### src/rtl/main_bus_pkg.sv
// main_bus_pkg: shared state type, limits and round-robin search helper
// for the main_bus arbiter and its pick logic.
package main_bus_pkg;

  localparam int MAIN_BUS_MAX_MASTERS = 16;
  localparam int MAIN_BUS_IDX_W       = 4;

  typedef enum logic [1:0] {
    IDLE,
    GRANT,
    TURN
  } arb_state_t;

  typedef struct packed {
    logic                      valid;
    logic [MAIN_BUS_IDX_W-1:0] idx;
  } rr_result_t;

  // Finds the first set request at or after ptr, wrapping over all 16 slots.
  // Slots above the real master count are tied low by the caller, so wrapping
  // over 16 visits the populated masters in the same order as wrapping over
  // NUM_MASTERS, which keeps non-power-of-2 configurations fair.
  function automatic rr_result_t rr_select(
    input logic [MAIN_BUS_MAX_MASTERS-1:0] req,
    input logic [MAIN_BUS_IDX_W-1:0]       ptr
  );
    rr_result_t res;
    int         slot;
    res = '0;
    for (int k = 0; k < MAIN_BUS_MAX_MASTERS; k++) begin
      slot = int'(ptr) + k;
      if (slot >= MAIN_BUS_MAX_MASTERS) begin
        slot = slot - MAIN_BUS_MAX_MASTERS;
      end
      if (!res.valid && req[slot]) begin
        res.valid = 1'b1;
        res.idx   = MAIN_BUS_IDX_W'(slot);
      end
    end
    return res;
  endfunction

endpackage

### src/rtl/main_bus_rr_pick.sv
// main_bus_rr_pick: combinational round-robin winner selection for the
// main_bus arbiter.
module main_bus_rr_pick
  import main_bus_pkg::*;
#(
  parameter int NUM_MASTERS = 4,
  parameter int IDW         = 2
) (
  input  logic [NUM_MASTERS-1:0] bus_request,
  input  logic [IDW-1:0]         rr_ptr,
  output logic [IDW-1:0]         winner,
  output logic                   any_req
);

  rr_result_t pick;

  // Pick the first requester at or after the round-robin pointer.
  always_comb begin
    pick    = rr_select(MAIN_BUS_MAX_MASTERS'(bus_request), MAIN_BUS_IDX_W'(rr_ptr));
    winner  = IDW'(pick.idx);
    any_req = pick.valid;
  end

endmodule

### src/rtl/main_bus_arbiter.sv
// main_bus_arbiter: round-robin arbiter for the shared main_bus with a
// registered one-hot grant, idle turnaround cycles between owners and a
// per-tenure hold limit that force-releases a master keeping the bus.
module main_bus_arbiter
  import main_bus_pkg::*;
#(
  parameter  int NUM_MASTERS = 4,
  parameter  int MAX_HOLD    = 16,
  parameter  int TURNAROUND  = 1,
  localparam int IDW         = (NUM_MASTERS > 1) ? $clog2(NUM_MASTERS) : 1
) (
  input  logic                   clock,
  input  logic                   resetN,
  input  logic [NUM_MASTERS-1:0] bus_request,
  output logic [NUM_MASTERS-1:0] bus_grant,
  output logic [IDW-1:0]         grant_id,
  output logic                   bus_busy,
  output logic                   hold_timeout
);

  localparam int             HCW        = (MAX_HOLD > 0) ? $clog2(MAX_HOLD + 1) : 1;
  localparam logic [IDW-1:0] LAST_ID    = IDW'(NUM_MASTERS - 1);
  localparam logic [HCW-1:0] HOLD_LIMIT = HCW'(MAX_HOLD);
  localparam logic [1:0]     TURN_LOAD  = (TURNAROUND > 0) ? 2'(TURNAROUND - 1) : 2'd0;

  arb_state_t             state_q, state_d;
  logic [IDW-1:0]         rr_ptr_q, rr_ptr_d;
  logic [HCW-1:0]         hold_cnt_q, hold_cnt_d;
  logic [1:0]             turn_cnt_q, turn_cnt_d;
  logic [NUM_MASTERS-1:0] grant_d;
  logic [IDW-1:0]         grant_id_d;
  logic                   busy_d;
  logic                   timeout_d;

  logic [IDW-1:0]         ptr_after;
  logic [IDW-1:0]         pick_ptr;
  logic [IDW-1:0]         winner;
  logic                   any_req;
  logic                   owner_req;
  logic                   limit_hit;
  logic                   do_grant;

  assign owner_req = bus_request[grant_id];
  assign limit_hit = (MAX_HOLD != 0) && (hold_cnt_q == HOLD_LIMIT);

  // Pointer that follows the current owner, wrapped explicitly so that
  // non-power-of-2 master counts return to index 0 after the last master.
  always_comb begin
    ptr_after = '0;
    if (grant_id != LAST_ID) begin
      ptr_after = grant_id + IDW'(1);
    end
  end

  // While granted, arbitrate as if the pointer had already moved past the
  // owner; this only matters for the zero-turnaround back-to-back regrant.
  always_comb begin
    pick_ptr = rr_ptr_q;
    if (state_q == GRANT) begin
      pick_ptr = ptr_after;
    end
  end

  main_bus_rr_pick #(
    .NUM_MASTERS (NUM_MASTERS),
    .IDW         (IDW)
  ) u_pick (
    .bus_request (bus_request),
    .rr_ptr      (pick_ptr),
    .winner      (winner),
    .any_req     (any_req)
  );

  // Next-state and next-output logic. The idle gap between owners is exactly
  // TURNAROUND cycles: the last TURN cycle arbitrates directly, and with no
  // turnaround the release edge hands the bus straight to the next winner.
  always_comb begin
    state_d    = state_q;
    rr_ptr_d   = rr_ptr_q;
    hold_cnt_d = hold_cnt_q;
    turn_cnt_d = turn_cnt_q;
    grant_d    = bus_grant;
    grant_id_d = grant_id;
    busy_d     = bus_busy;
    timeout_d  = 1'b0;
    do_grant   = 1'b0;

    case (state_q)
      IDLE: begin
        do_grant = any_req;
      end
      GRANT: begin
        if (!owner_req || limit_hit) begin
          grant_d    = '0;
          busy_d     = 1'b0;
          hold_cnt_d = '0;
          rr_ptr_d   = ptr_after;
          timeout_d  = owner_req;
          if (TURNAROUND == 0) begin
            state_d  = IDLE;
            do_grant = any_req;
          end else begin
            state_d    = TURN;
            turn_cnt_d = TURN_LOAD;
          end
        end else if (hold_cnt_q != '1) begin
          hold_cnt_d = hold_cnt_q + HCW'(1);
        end
      end
      TURN: begin
        if (turn_cnt_q == 2'd0) begin
          state_d  = IDLE;
          do_grant = any_req;
        end else begin
          turn_cnt_d = turn_cnt_q - 2'd1;
        end
      end
      default: begin
        state_d = IDLE;
      end
    endcase

    if (do_grant) begin
      state_d    = GRANT;
      grant_d    = NUM_MASTERS'(1) << winner;
      grant_id_d = winner;
      busy_d     = 1'b1;
      hold_cnt_d = HCW'(1);
    end
  end

  // State and registered outputs; reset clears the bus immediately.
  always_ff @(posedge clock or negedge resetN) begin
    if (!resetN) begin
      state_q      <= IDLE;
      rr_ptr_q     <= '0;
      hold_cnt_q   <= '0;
      turn_cnt_q   <= '0;
      bus_grant    <= '0;
      grant_id     <= '0;
      bus_busy     <= 1'b0;
      hold_timeout <= 1'b0;
    end else begin
      state_q      <= state_d;
      rr_ptr_q     <= rr_ptr_d;
      hold_cnt_q   <= hold_cnt_d;
      turn_cnt_q   <= turn_cnt_d;
      bus_grant    <= grant_d;
      grant_id     <= grant_id_d;
      bus_busy     <= busy_d;
      hold_timeout <= timeout_d;
    end
  end

endmodule

### config.mk
export PLATFORM = sky130hd
export DESIGN_NAME = main_bus_arbiter
export DESIGN_NICKNAME = d
export VERILOG_FILES = /design/src/rtl/main_bus_pkg.sv /design/src/rtl/main_bus_rr_pick.sv /design/src/rtl/main_bus_arbiter.sv
export SDC_FILE = /design/constraint.sdc
export NUM_CORES = 1
export LEC_CHECK = 0
export ABC_AREA = 1
export CAP_MARGIN = 20
export CORE_MARGIN = 1
export CORE_UTILIZATION = 31
export CTS_CLUSTER_DIAMETER = 100
export DETAILED_ROUTE_END_ITERATION = 6
export GPL_TIMING_DRIVEN = 1
export MAX_ROUTING_LAYER = met4
export PLACE_DENSITY = 0.48
export SKIP_CTS_REPAIR_TIMING = 1
export SKIP_LAST_GASP = 1
export SYNTH_ARGS = -nofsm -noshare
export SYNTH_HDL_FRONTEND = slang
export SYNTH_SLANG_ARGS = --single-unit
### constraint.sdc
create_clock -name clock -period 3.3 [get_ports clock]
set_input_delay 0.495 -clock clock [delete_from_list [all_inputs] [get_ports clock]]
set_output_delay 0.495 -clock clock [all_outputs]
set_load 0.05 [all_outputs]
==> impl_metrics.py <==
metrics = {
    "outcome": {
        "status": "finished with violations",
        "violations": "DRC",
    },
    "drt": {
        "drc": 1,
        "viasPerCell": 4.86,
        "routedWlPerCell_um": 11.8,
        "finalWirelength_um": 3210,
        "final_antenna_net_count": 0,
        "firstDrtPassIters": 6,
        "dr.first_iter.drc_count": 119,
        "vias": 1327,
    },
    "layout": {
        "areaGrowthSynthToFinish_pct": 16.3,
        "diodes": 0,
        "final_nets": 239,
        "drive_gt1_frac": 0.0905,
        "final_cell_area_um2": 1720,
    },
    "worst_setup_path": {
        "r2r_slack_ps": 300,
        "crit_arrival_ps": 3140,
        "crit_fanout": 8,
        "critPathCaptureType": "register",
        "startpoint_type": "register",
        "critPathRequiredTime_ps": 3440,
        "worstSetupPathType": "register to register",
        "r2r_start": "state_q[0]",
        "critPathLaunch": "state_q[0]",
    },
    "global_routing": {
        "grt_pass1_vias": 1305,
        "grt_util_all_layers": 0.150,
        "grt_first_pass_wirelength_um": 5730,
        "antenna_found_initial": 0,
        "grt_overflow": 0,
        "grt_start_max_net_pins": 20,
    },
    "sta": {
        "finClkSkew_ps": 3.86,
        "tightest_slew_ps": 849,
        "rsz0062_at_grt": "no",
        "final-hold-violation-count": 0,
        "tns_ps": 0,
        "drv_slew": 0,
        "max_freq_mhz": 333,
        "fin_crit_ps": 3000,
        "min_period_over_period": 0.909,
        "postLayoutSetupSlackWorst_ps": 301,
        "setup_viol": 0,
        "slew_headroom": 0.433,
    },
    "floorplanning": {
        "ios": 14,
        "initial_core_util": 0.330,
        "coreArea_um2": 4470,
        "die-area_um2": 5050,
        "die_height_um": 71.0,
        "rows": 24,
        "die_w_um": 71.0,
    },
    "synth": {
        "synth_common_cells": "nand2_1, nand3_1, inv_1, dfrtp_1, nor2_1",
        "synth_cell_type_count": 28,
        "synth-edff-count": 0,
        "syn_nets": 221,
        "synth_area_leaders": "dfrtp_1, nand2_1, nand3_1",
        "syn_inst": 204,
        "yosysTopAreaCellShare": 0.322,
        "dominantRegCellSynth": "dfrtp_1",
        "synth_top_area_cell": "dfrtp_1",
        "yosys_warnings": 0,
        "yosysMostFrequentCell": "nand2_1",
        "async_flop_share": 1.00,
        "ys_ff_latch": 19,
        "netlist_area_um2": 1480,
        "synth.avg_cell_area_um2": 7.24,
        "yosysSeqAreaShare": 0.322,
    },
    "placement": {
        "hpwl_um": 2600,
        "gp_congestion": 0.895,
        "pre_cts_ws_ps": 309,
        "port_buffers": 13,
        "placed_cell_area_um2": 1670,
    },
    "clock_tree": {
        "ctsRootBufferMaster": "clkbuf_8",
        "clk_latency_ps": 250,
        "ctsHtreeMaxLevel": 1,
        "clockBufferDepth": 2,
        "clock_sinks": 19,
        "cts_tree": "built",
        "cts_buffers": 3,
        "clk_pin_slew_worst_paths_ps": 70,
    },
    "job": {
        "cap_violations": 0,
    },
    "worst_hold_path": {
        "min_from": "bus_grant[0]",
        "hold_path_class": "register to register",
    },
}
-- sequential cells by signal, summed over array words and instances (netlist names) --
register,flops
bus_busy,1
bus_grant,4
grant_id,2
hold_cnt_q,5
hold_timeout,1
rr_ptr_q,2
state_q,2
turn_cnt_q,2
-- routing by layer --
layer,vias up,share of wire,routed length [um],track usage
li1,697,-,-,-
met1,599,0.47,1510,0.185
met2,27,0.48,1530,0.250
met3,4,0.039,126,0.0299
met4,0,0.013,42,0.0400
met5,-,0,0,-
-- cells in the final DEF (no fill, tap or decap), types with 2 or more instances in the layout --
cell	synthesis	layout
nand4_1	3	3
clkdlybuf4s50_1	0	13
nor2_1	13	13
clkbuf_8	0	3
nor2_8	2	2
dfrtp_1	19	19
inv_1	27	27
o21ai_1	4	4
a21oi_1	6	6
xor2_1	2	2
nand2_4	4	4
nand2_1	54	54
nand2_2	2	2
ha_1	11	11
o21ai_0	9	9
nand3_1	34	34
-- worst max-delay path, cell delays in order (launching register included) --
cell and delay (ps):
dfrtp_1 420, ha_1 320, o21ai_0 500, ha_1 400, inv_1 150, nand3_1 150
nand3_4 150, nand2_4 80, nor2_8 110, nand4_2 120, nand2_4 160, nand3_2 150
nand3_1 130, nand2_1 60
-- final timing paths --
path / cells past startpoint / to
min: 2 / bus_grant[0]
max: 13 / hold_cnt_q[1]
min reg2reg: 2 / bus_grant[0]
max in group asynchronous: 1 / hold_timeout
max reg2reg: 13 / hold_cnt_q[1]
min in group asynchronous: 1 / bus_grant[1]
-- metrics by stage --
stage	hold WS, ps	std cells	utilization
after floorplan	199	204	-
after global placement	470	269	0.374
after detailed placement	473	269	0.374
after CTS	491	273	0.384
after global routing	510	273	0.384
final	493	273	0.384
-- cell type report --
cell class	instances	area (um^2)
fillers	455	2760
multi-input cells	155	883
flip-flops and latches	19	475
repair buffers	13	130
inverters	30	119
well taps	52	65.1
clock buffers	4	45.0
-- cells by family after synthesis --
| family | Yosys count | synth area share |
|---|---|---|
| AND/OR/NAND/NOR | 121 | 0.419 |
| AO/OA/AOI/OAI | 21 | 0.0737 |
| buffers and inverters | 30 | 0.0804 |
| flip-flops | 19 | 0.322 |
| XOR/XNOR | 2 | 0.0119 |
| adder cells (fa/ha/maj) | 11 | 0.0931 |
Power is left out: the tool's default activity adds up to more than one toggle a clock period on the data nets, which glitch-free logic cannot reach.
